<file path="config.mk">
export PLATFORM = sky130hd
export DESIGN_NAME = cpu_sequencer
export DESIGN_NICKNAME = d
export VERILOG_FILES = /design/src/rtl/cpu_pkg.sv /design/src/rtl/seq_mem_timer.sv /design/src/rtl/cpu_sequencer.sv
export SDC_FILE = /design/constraint.sdc
export NUM_CORES = 1
export LEC_CHECK = 0
export ABC_AREA = 1
export BUFFER_PORTS_ARGS = -buffer_cell sky130_fd_sc_hd__buf_2
export CAP_MARGIN = 20
export CORE_MARGIN = 1.5
export CORE_UTILIZATION = 40
export CTS_CLUSTER_SIZE = 16
export DETAILED_ROUTE_END_ITERATION = 8
export PLACE_DENSITY = 0.67
export SLEW_MARGIN = 30
export SYNTH_ARGS = -nofsm -noshare
export SYNTH_HDL_FRONTEND = slang
export SYNTH_SLANG_ARGS = --single-unit
</file>
<file path="constraint.sdc">
create_clock -name i_clk -period 1.6 [get_ports i_clk]
set_input_delay 0.32 -clock i_clk [delete_from_list [all_inputs] [get_ports i_clk]]
set_output_delay 0.32 -clock i_clk [all_outputs]
set_load 0.005 [all_outputs]
</file>
<file path="src/rtl/cpu_pkg.sv">
// Shared definitions for the multicycle sequencer: widths, opcode values,
// FSM state encoding and the opcode classifier.
package cpu_pkg;

  localparam int PC_W_DEF        = 6;
  localparam int INSTR_W_DEF     = 32;
  localparam int MEM_TIMEOUT_DEF = 15;

  localparam int OPC_HI = 31;
  localparam int OPC_LO = 28;

  localparam logic [3:0] OP_ALU_MAX = 4'h7;
  localparam logic [3:0] OP_LOAD    = 4'h8;
  localparam logic [3:0] OP_STORE   = 4'h9;
  localparam logic [3:0] OP_JMP     = 4'hA;
  localparam logic [3:0] OP_BEQZ    = 4'hB;
  localparam logic [3:0] OP_NOP     = 4'hE;
  localparam logic [3:0] OP_HALT    = 4'hF;

  typedef enum logic [2:0] {
    S_IDLE   = 3'd0,
    S_FETCH  = 3'd1,
    S_DECODE = 3'd2,
    S_EXEC   = 3'd3,
    S_MEM    = 3'd4,
    S_WB     = 3'd5,
    S_STOP   = 3'd6
  } state_e;

  typedef enum logic [2:0] {
    CLS_ALU     = 3'd0,
    CLS_LOAD    = 3'd1,
    CLS_STORE   = 3'd2,
    CLS_JMP     = 3'd3,
    CLS_BEQZ    = 3'd4,
    CLS_NOP     = 3'd5,
    CLS_HALT    = 3'd6,
    CLS_ILLEGAL = 3'd7
  } op_class_e;

  function automatic op_class_e decode_op(input logic [3:0] op);
    op_class_e cls;
    if (op <= OP_ALU_MAX) begin
      cls = CLS_ALU;
    end else begin
      case (op)
        OP_LOAD:  cls = CLS_LOAD;
        OP_STORE: cls = CLS_STORE;
        OP_JMP:   cls = CLS_JMP;
        OP_BEQZ:  cls = CLS_BEQZ;
        OP_NOP:   cls = CLS_NOP;
        OP_HALT:  cls = CLS_HALT;
        default:  cls = CLS_ILLEGAL;
      endcase
    end
    return cls;
  endfunction

endpackage

</file>
<file path="src/rtl/seq_mem_timer.sv">
// Data-memory wait counter: loaded to 1 on MEM entry, counts MEM cycles and
// flags the cycle in which the count has reached TIMEOUT.
module seq_mem_timer #(
  parameter int TIMEOUT = 15,
  parameter int CNT_W   = $clog2(TIMEOUT + 1)
) (
  input  logic i_clk,
  input  logic i_rst_n,
  input  logic i_load,
  input  logic i_en,
  output logic o_timeout
);

  localparam logic [CNT_W-1:0] CNT_ONE = CNT_W'(1);
  localparam logic [CNT_W-1:0] CNT_LIM = CNT_W'(TIMEOUT);

  logic [CNT_W-1:0] r_cnt;

  // Counter saturates at the limit so it never wraps back under it.
  always_ff @(posedge i_clk or negedge i_rst_n) begin
    if (!i_rst_n) begin
      r_cnt <= '0;
    end else if (i_load) begin
      r_cnt <= CNT_ONE;
    end else if (i_en && (r_cnt != CNT_LIM)) begin
      r_cnt <= r_cnt + CNT_ONE;
    end else begin
      r_cnt <= r_cnt;
    end
  end

  assign o_timeout = i_en && (r_cnt == CNT_LIM);

endmodule

</file>
<file path="src/rtl/cpu_sequencer.sv">
// Multicycle control sequencer: owns pc and ir and steps each instruction
// through FETCH/DECODE/EXEC/MEM/WB, driving ALU, register file and dmem.
module cpu_sequencer
  import cpu_pkg::*;
#(
  parameter int PC_W        = PC_W_DEF,
  parameter int INSTR_W     = INSTR_W_DEF,
  parameter int MEM_TIMEOUT = MEM_TIMEOUT_DEF
) (
  input  logic               i_clk,
  input  logic               i_rst_n,
  input  logic               i_start,
  output logic [PC_W-1:0]    o_instr_addr,
  input  logic [INSTR_W-1:0] i_instr_data,
  output logic [INSTR_W-1:0] o_ir,
  output logic               o_alu_en,
  output logic [3:0]         o_alu_op,
  input  logic               i_alu_zero,
  output logic               o_rf_we,
  output logic               o_rf_wsel,
  output logic               o_dmem_req,
  output logic               o_dmem_we,
  input  logic               i_dmem_ack,
  output logic               o_busy,
  output logic               o_halted,
  output logic               o_fault
);

  localparam logic [PC_W-1:0] PC_ONE = PC_W'(1);

  state_e             r_state;
  logic [PC_W-1:0]    r_pc;
  logic [INSTR_W-1:0] r_ir;
  logic               r_halted;
  logic               r_fault;

  state_e             w_state_nxt;
  logic [PC_W-1:0]    w_pc_nxt;
  logic               w_halted_nxt;
  logic               w_fault_nxt;
  logic               w_timer_load;
  logic               w_timeout;
  logic               w_in_mem;
  op_class_e          w_cls;
  logic [PC_W-1:0]    w_target;
  logic [PC_W-1:0]    w_pc_inc;

  assign w_cls    = decode_op(r_ir[OPC_HI:OPC_LO]);
  assign w_target = r_ir[PC_W-1:0];
  assign w_pc_inc = r_pc + PC_ONE;
  assign w_in_mem = (r_state == S_MEM);

  seq_mem_timer #(
    .TIMEOUT (MEM_TIMEOUT)
  ) u_mem_timer (
    .i_clk     (i_clk),
    .i_rst_n   (i_rst_n),
    .i_load    (w_timer_load),
    .i_en      (w_in_mem),
    .o_timeout (w_timeout)
  );

  // State, pc and sticky status registers.
  always_ff @(posedge i_clk or negedge i_rst_n) begin
    if (!i_rst_n) begin
      r_state  <= S_IDLE;
      r_pc     <= '0;
      r_halted <= 1'b0;
      r_fault  <= 1'b0;
    end else begin
      r_state  <= w_state_nxt;
      r_pc     <= w_pc_nxt;
      r_halted <= w_halted_nxt;
      r_fault  <= w_fault_nxt;
    end
  end

  // Instruction register captures imem read data at the end of FETCH.
  always_ff @(posedge i_clk or negedge i_rst_n) begin
    if (!i_rst_n) begin
      r_ir <= '0;
    end else if (r_state == S_FETCH) begin
      r_ir <= i_instr_data;
    end else begin
      r_ir <= r_ir;
    end
  end

  // Next-state, pc update and status-flag logic.
  always_comb begin
    w_state_nxt  = r_state;
    w_pc_nxt     = r_pc;
    w_halted_nxt = r_halted;
    w_fault_nxt  = r_fault;
    w_timer_load = 1'b0;
    case (r_state)
      S_IDLE: begin
        if (i_start) begin
          w_state_nxt  = S_FETCH;
          w_halted_nxt = 1'b0;
        end else begin
          w_state_nxt  = S_IDLE;
        end
      end
      S_FETCH: w_state_nxt = S_DECODE;
      S_DECODE: begin
        case (w_cls)
          CLS_ALU, CLS_LOAD, CLS_STORE, CLS_BEQZ: w_state_nxt = S_EXEC;
          CLS_JMP: begin
            w_pc_nxt    = w_target;
            w_state_nxt = S_FETCH;
          end
          CLS_NOP: begin
            w_pc_nxt    = w_pc_inc;
            w_state_nxt = S_FETCH;
          end
          CLS_HALT: begin
            w_pc_nxt     = w_pc_inc;
            w_halted_nxt = 1'b1;
            w_state_nxt  = S_IDLE;
          end
          default: begin
            w_fault_nxt = 1'b1;
            w_state_nxt = S_STOP;
          end
        endcase
      end
      S_EXEC: begin
        if ((w_cls == CLS_LOAD) || (w_cls == CLS_STORE)) begin
          w_timer_load = 1'b1;
          w_state_nxt  = S_MEM;
        end else begin
          w_state_nxt  = S_WB;
        end
      end
      S_MEM: begin
        // An ack arriving in the timeout cycle still completes the access.
        if (i_dmem_ack) begin
          if (w_cls == CLS_STORE) begin
            w_pc_nxt    = w_pc_inc;
            w_state_nxt = S_FETCH;
          end else begin
            w_state_nxt = S_WB;
          end
        end else if (w_timeout) begin
          w_fault_nxt = 1'b1;
          w_state_nxt = S_STOP;
        end else begin
          w_state_nxt = S_MEM;
        end
      end
      S_WB: begin
        if ((w_cls == CLS_BEQZ) && i_alu_zero) begin
          w_pc_nxt = w_target;
        end else begin
          w_pc_nxt = w_pc_inc;
        end
        w_state_nxt = S_FETCH;
      end
      S_STOP:  w_state_nxt = S_STOP;
      default: w_state_nxt = S_IDLE;
    endcase
  end

  assign o_instr_addr = r_pc;
  assign o_ir         = r_ir;
  assign o_alu_en     = (r_state == S_EXEC);
  assign o_alu_op     = o_alu_en ? r_ir[OPC_HI:OPC_LO] : 4'h0;
  assign o_rf_we      = (r_state == S_WB) && (w_cls != CLS_BEQZ);
  assign o_rf_wsel    = (r_state == S_WB) && (w_cls == CLS_LOAD);
  assign o_dmem_req   = w_in_mem;
  assign o_dmem_we    = w_in_mem && (w_cls == CLS_STORE);
  assign o_busy       = (r_state != S_IDLE);
  assign o_halted     = r_halted;
  assign o_fault      = r_fault;

endmodule

</file>
==> run_results.csv <==
group,metric,value,unit
clock_network,clock-sinks,47,
synthesis,post_synth_instance_area,2330,um^2
grt,grt_start_max_net_pins,48,
cells_and_area,filler_cell_count,527,
grt,grt_antenna_before_repair,0,
die,placementRows,27,
placement,placement.cell_area,2870,um^2
route,route.detailed.wl_per_inst,12.4,um
synthesis,synthArstFlopShare,100,%
sta,fin_worst_skew,0.00872,ns
setup_path,crit_path_start,"r_state[1]$_DFF_PN0_",
placement,placement.io_buffers,86,
synthesis,ys.flop_type,"sky130_fd_sc_hd__dfrtp_1",
run_status,run_status,"finished clean",
die,fp.dieArea,6290,um^2
synthesis,number_of_warnings_reported_in_the_yosys_synthesis_log,0,
route,route.detailed.vias_per_inst,4.81,
synthesis,synth_seq_cells,47,
clock_network,ctsRootBufferMaster,"sky130_fd_sc_hd__clkbuf_8",
die,io-pin-count,87,
placement,globalplace.congestion,0.873,
placement,dpl_hpwl,4010,um
sta,post-route-min-period,1.58,ns
synthesis,synth.net_count,299,
die,fp.dieW,79.3,um
power_and_ir_drop,cellLeakagePower,1.62,nW
synthesis,yosysUniqueCellTypes,26,
cells_and_area,syn_to_final_growth,34.6,%
power_and_ir_drop,ir_drop,982,uV
clock_network,htree_levels,2,
setup_path,crit_arrival,1.26,ns
sta,maximum_clock_frequency,632,MHz
synthesis,synth.top_cells.by_area,"sky130_fd_sc_hd__dfrtp_1 50%, sky130_fd_sc_hd__mux2_1 13%, sky130_fd_sc_hd__nand2_1 10%, sky130_fd_sc_hd__nand3_1 6.4%, sky130_fd_sc_hd__nor2_1 4.2%",
setup_path,required,1.28,ns
clock_network,ctsLongestPathBuffers,2,
sta,finalHoldWorstSlack,0.224,ns
route,count_of_tritonroute_iterations_in_the_first_routing_pass,4,
setup_path,crit_path_end_kind,"primary output",
flow_run,maxCapViolCount,0,
route,routed-via-count,2096,
synthesis,synthMostInstantiatedCell,"sky130_fd_sc_hd__nand2_1",
route,detailedRoute.firstIterationViolations,138,
clock_network,clock_latency_late_sink,0.30,ns
cells_and_area,post_route_cells_drive_above_1_share,39.3,%
clock_network,cts_tree,"done",
sta,rsz0062_at_grt,"true",
die,initial_utilization,41.8,%
synthesis,synth_largest_area_cell,"sky130_fd_sc_hd__dfrtp_1",
setup_path,critPathLaunchType,"flip-flop",
cells_and_area,fin_nets,402,
synthesis,synth_sequential_area_ratio,50.5,%
power_and_ir_drop,power,6.21,mW
cells_and_area,final-instance-count-excl-fill,436,
hold_path,min-delay-start,"i_instr_data[17]",
sta,setup_viol_count_final,0,
grt,grt_first_pass_wirelength,8930,um
synthesis,synth_commonest_cells,"63 x sky130_fd_sc_hd__nand2_1, 47 x sky130_fd_sc_hd__dfrtp_1, 30 x sky130_fd_sc_hd__nand3_1",
setup_path,worstReg2RegStart,"r_state[1]$_DFF_PN0_",
cells_and_area,finish.instance_area,3140,um^2
clock_network,cts.clk_slew.worst_paths,0.09,ns
placement,place.detailed.instances,416,
synthesis,share_of_yosys_cell_area_claimed_by_the_top_area_cell_type,50.5,%
hold_path,holdCritPathClass,"primary input to flip-flop",
setup_path,crit_type,"flip-flop to primary output",
clock_network,number_of_buffers_created_by_cts,5,
sta,relSlewSlack,83.5,%
sta,hold_viol_final,0,
route,detail_route.wirelength,5410,um
synthesis,netlist_instances,260,
hold_path,worstHoldPathCells,2,
route,drc,0,
sta,worst_max_slew_pin_slew,0.247,ns
power_and_ir_drop,power.density_cell_area,1980,nW/um^2
synthesis,synth_enable_flop_cells,0,
setup_path,timing.critical_path.fanout_max,5,
grt,all_layer_gr_usage,18.1,%
synthesis,synthesized_area_divided_by_synthesized_cell_count,8.96,um^2
route,count_of_nets_left_with_antenna_violations_after_detail_routing,0,
die,chipHeight,79.3,um
grt,overflow,0,
cells_and_area,antenna-diode-count,0,
die,design.core.area,5570,um^2
setup_path,ff2ff_path_depth,5,
cells_and_area,layout.core_utilization,56.3,%
sta,final-max-slew-violation-count,0,
grt,number_of_global_route_vias_before_repair,2081,
sta,fin_crit_sh,98.9,%
## registers in the layout (all words and copies together), names as in the netlist
signal / cells
o_instr_addr: 6
o_ir: 32
o_halted: 1
r_state: 3
u_mem_timer.r_cnt: 4
o_fault: 1
## cell type report
| class | instances | area (um^2) | share of cell area (%) |
|---|---|---|---|
| flip-flops and latches | 47 | 1180 | 37.7 |
| multi-input cells | 177 | 1060 | 33.9 |
| repair buffers | 102 | 597 | 19.0 |
| inverters | 30 | 115 | 3.67 |
| well taps | 72 | 90.1 | 2.87 |
| clock buffers | 5 | 68.8 | 2.19 |
| clock inverters | 3 | 20.0 | 0.638 |
## final timing paths
path                                                to  slack (ns)
max reg2reg                        o_ir[4]$_DFFE_PN0P_        0.10
min in group asynchronous         o_ir[31]$_DFFE_PN0P_        0.52
min reg2reg                        o_fault$_DFFE_PN0P_        0.49
max in group asynchronous  o_instr_addr[1]$_DFFE_PN0P_        0.86
min                               o_ir[17]$_DFFE_PN0P_        0.22
max                                          o_rf_wsel        0.02
## cells in the final DEF, fill, tap and decap left out, types with 2 or more instances in the layout
cell	synthesis	layout
sky130_fd_sc_hd__buf_12	0	3
sky130_fd_sc_hd__nor2_1	26	21
sky130_fd_sc_hd__xor2_1	2	2
sky130_fd_sc_hd__nand3_2	1	2
sky130_fd_sc_hd__nor2_4	1	3
sky130_fd_sc_hd__dfrtp_1	47	42
sky130_fd_sc_hd__nand3_4	0	2
sky130_fd_sc_hd__mux2_1	27	27
sky130_fd_sc_hd__inv_2	11	12
sky130_fd_sc_hd__a21oi_1	8	8
sky130_fd_sc_hd__o21ai_0	3	3
sky130_fd_sc_hd__dfrtp_2	0	5
sky130_fd_sc_hd__nand2_1	63	62
sky130_fd_sc_hd__nand4_1	3	3
sky130_fd_sc_hd__nand3_1	30	27
sky130_fd_sc_hd__ha_1	2	2
sky130_fd_sc_hd__buf_2	3	85
sky130_fd_sc_hd__nand2_2	1	2
sky130_fd_sc_hd__buf_4	1	12
sky130_fd_sc_hd__inv_1	19	17
sky130_fd_sc_hd__clkbuf_8	0	5
sky130_fd_sc_hd__clkinvlp_4	0	2
sky130_fd_sc_hd__xnor2_1	2	2
sky130_fd_sc_hd__nor2_2	3	6
## report_power, final
| part | internal, mW | total, mW | leakage (nW) | switching [mW] |
|---|---|---|---|---|
| Clock | 0.304 | 0.700 | 0.0402 | 0.396 |
| Combinational | 1.52 | 3.28 | 1.04 | 1.76 |
| Sequential | 1.80 | 2.23 | 0.543 | 0.432 |
| Total | 3.62 | 6.21 | 1.62 | 2.59 |
## logic make-up (layout without fill, tap and decap cells)
logic type / after synthesis / in the layout / synth area share (%)
compound gates: 14 / 14 / 3.33
xor+xnor: 4 / 4 / 1.50
fa+ha+maj: 2 / 2 / 1.07
buf+inv: 36 / 140 / 6.44
flops: 47 / 47 / 50.5
mux: 27 / 27 / 13.1
simple gates: 130 / 130 / 24.1
## metal layers
layer | share of wire [%] | vias up | track usage (%) | wire length [um]
li1 | - | 1044 | - | -
met1 | 43 | 988 | 21.0 | 2320
met2 | 50 | 55 | 31.4 | 2720
met3 | 4.8 | 9 | 4.48 | 261
met4 | 1.9 | 0 | 8.25 | 104
met5 | 0 | - | 0 | 0
## critical path, cell delays in order (launching register included)
cell and delay [ns]:
sky130_fd_sc_hd__dfrtp_1 0.45, sky130_fd_sc_hd__inv_2 0.16, sky130_fd_sc_hd__nand3_4 0.11, sky130_fd_sc_hd__nor3_2 0.12, sky130_fd_sc_hd__buf_2 0.13
## per-stage QoR
stage	worst slack (ns)	TNS (ns)
after floorplan	0.263	0
after global placement	0.138	0
after detailed placement	0.129	0
after CTS	-0.0355	-0.0666
after global routing	-0.0494	-0.314
final	0.0179	0
## timing repair
action | 4_1_cts | 5_1_grt
pin swaps | 0 | 7
gates resized for setup | 8 | 14
endpoints found under the hold margin | 37 | 0
cloned | 0 | 0
hold buffers | 1 | 0
setup endpoints to repair | 8 | 16
buffers inserted | 1 | 10
(Power assumes the default switching activity.)
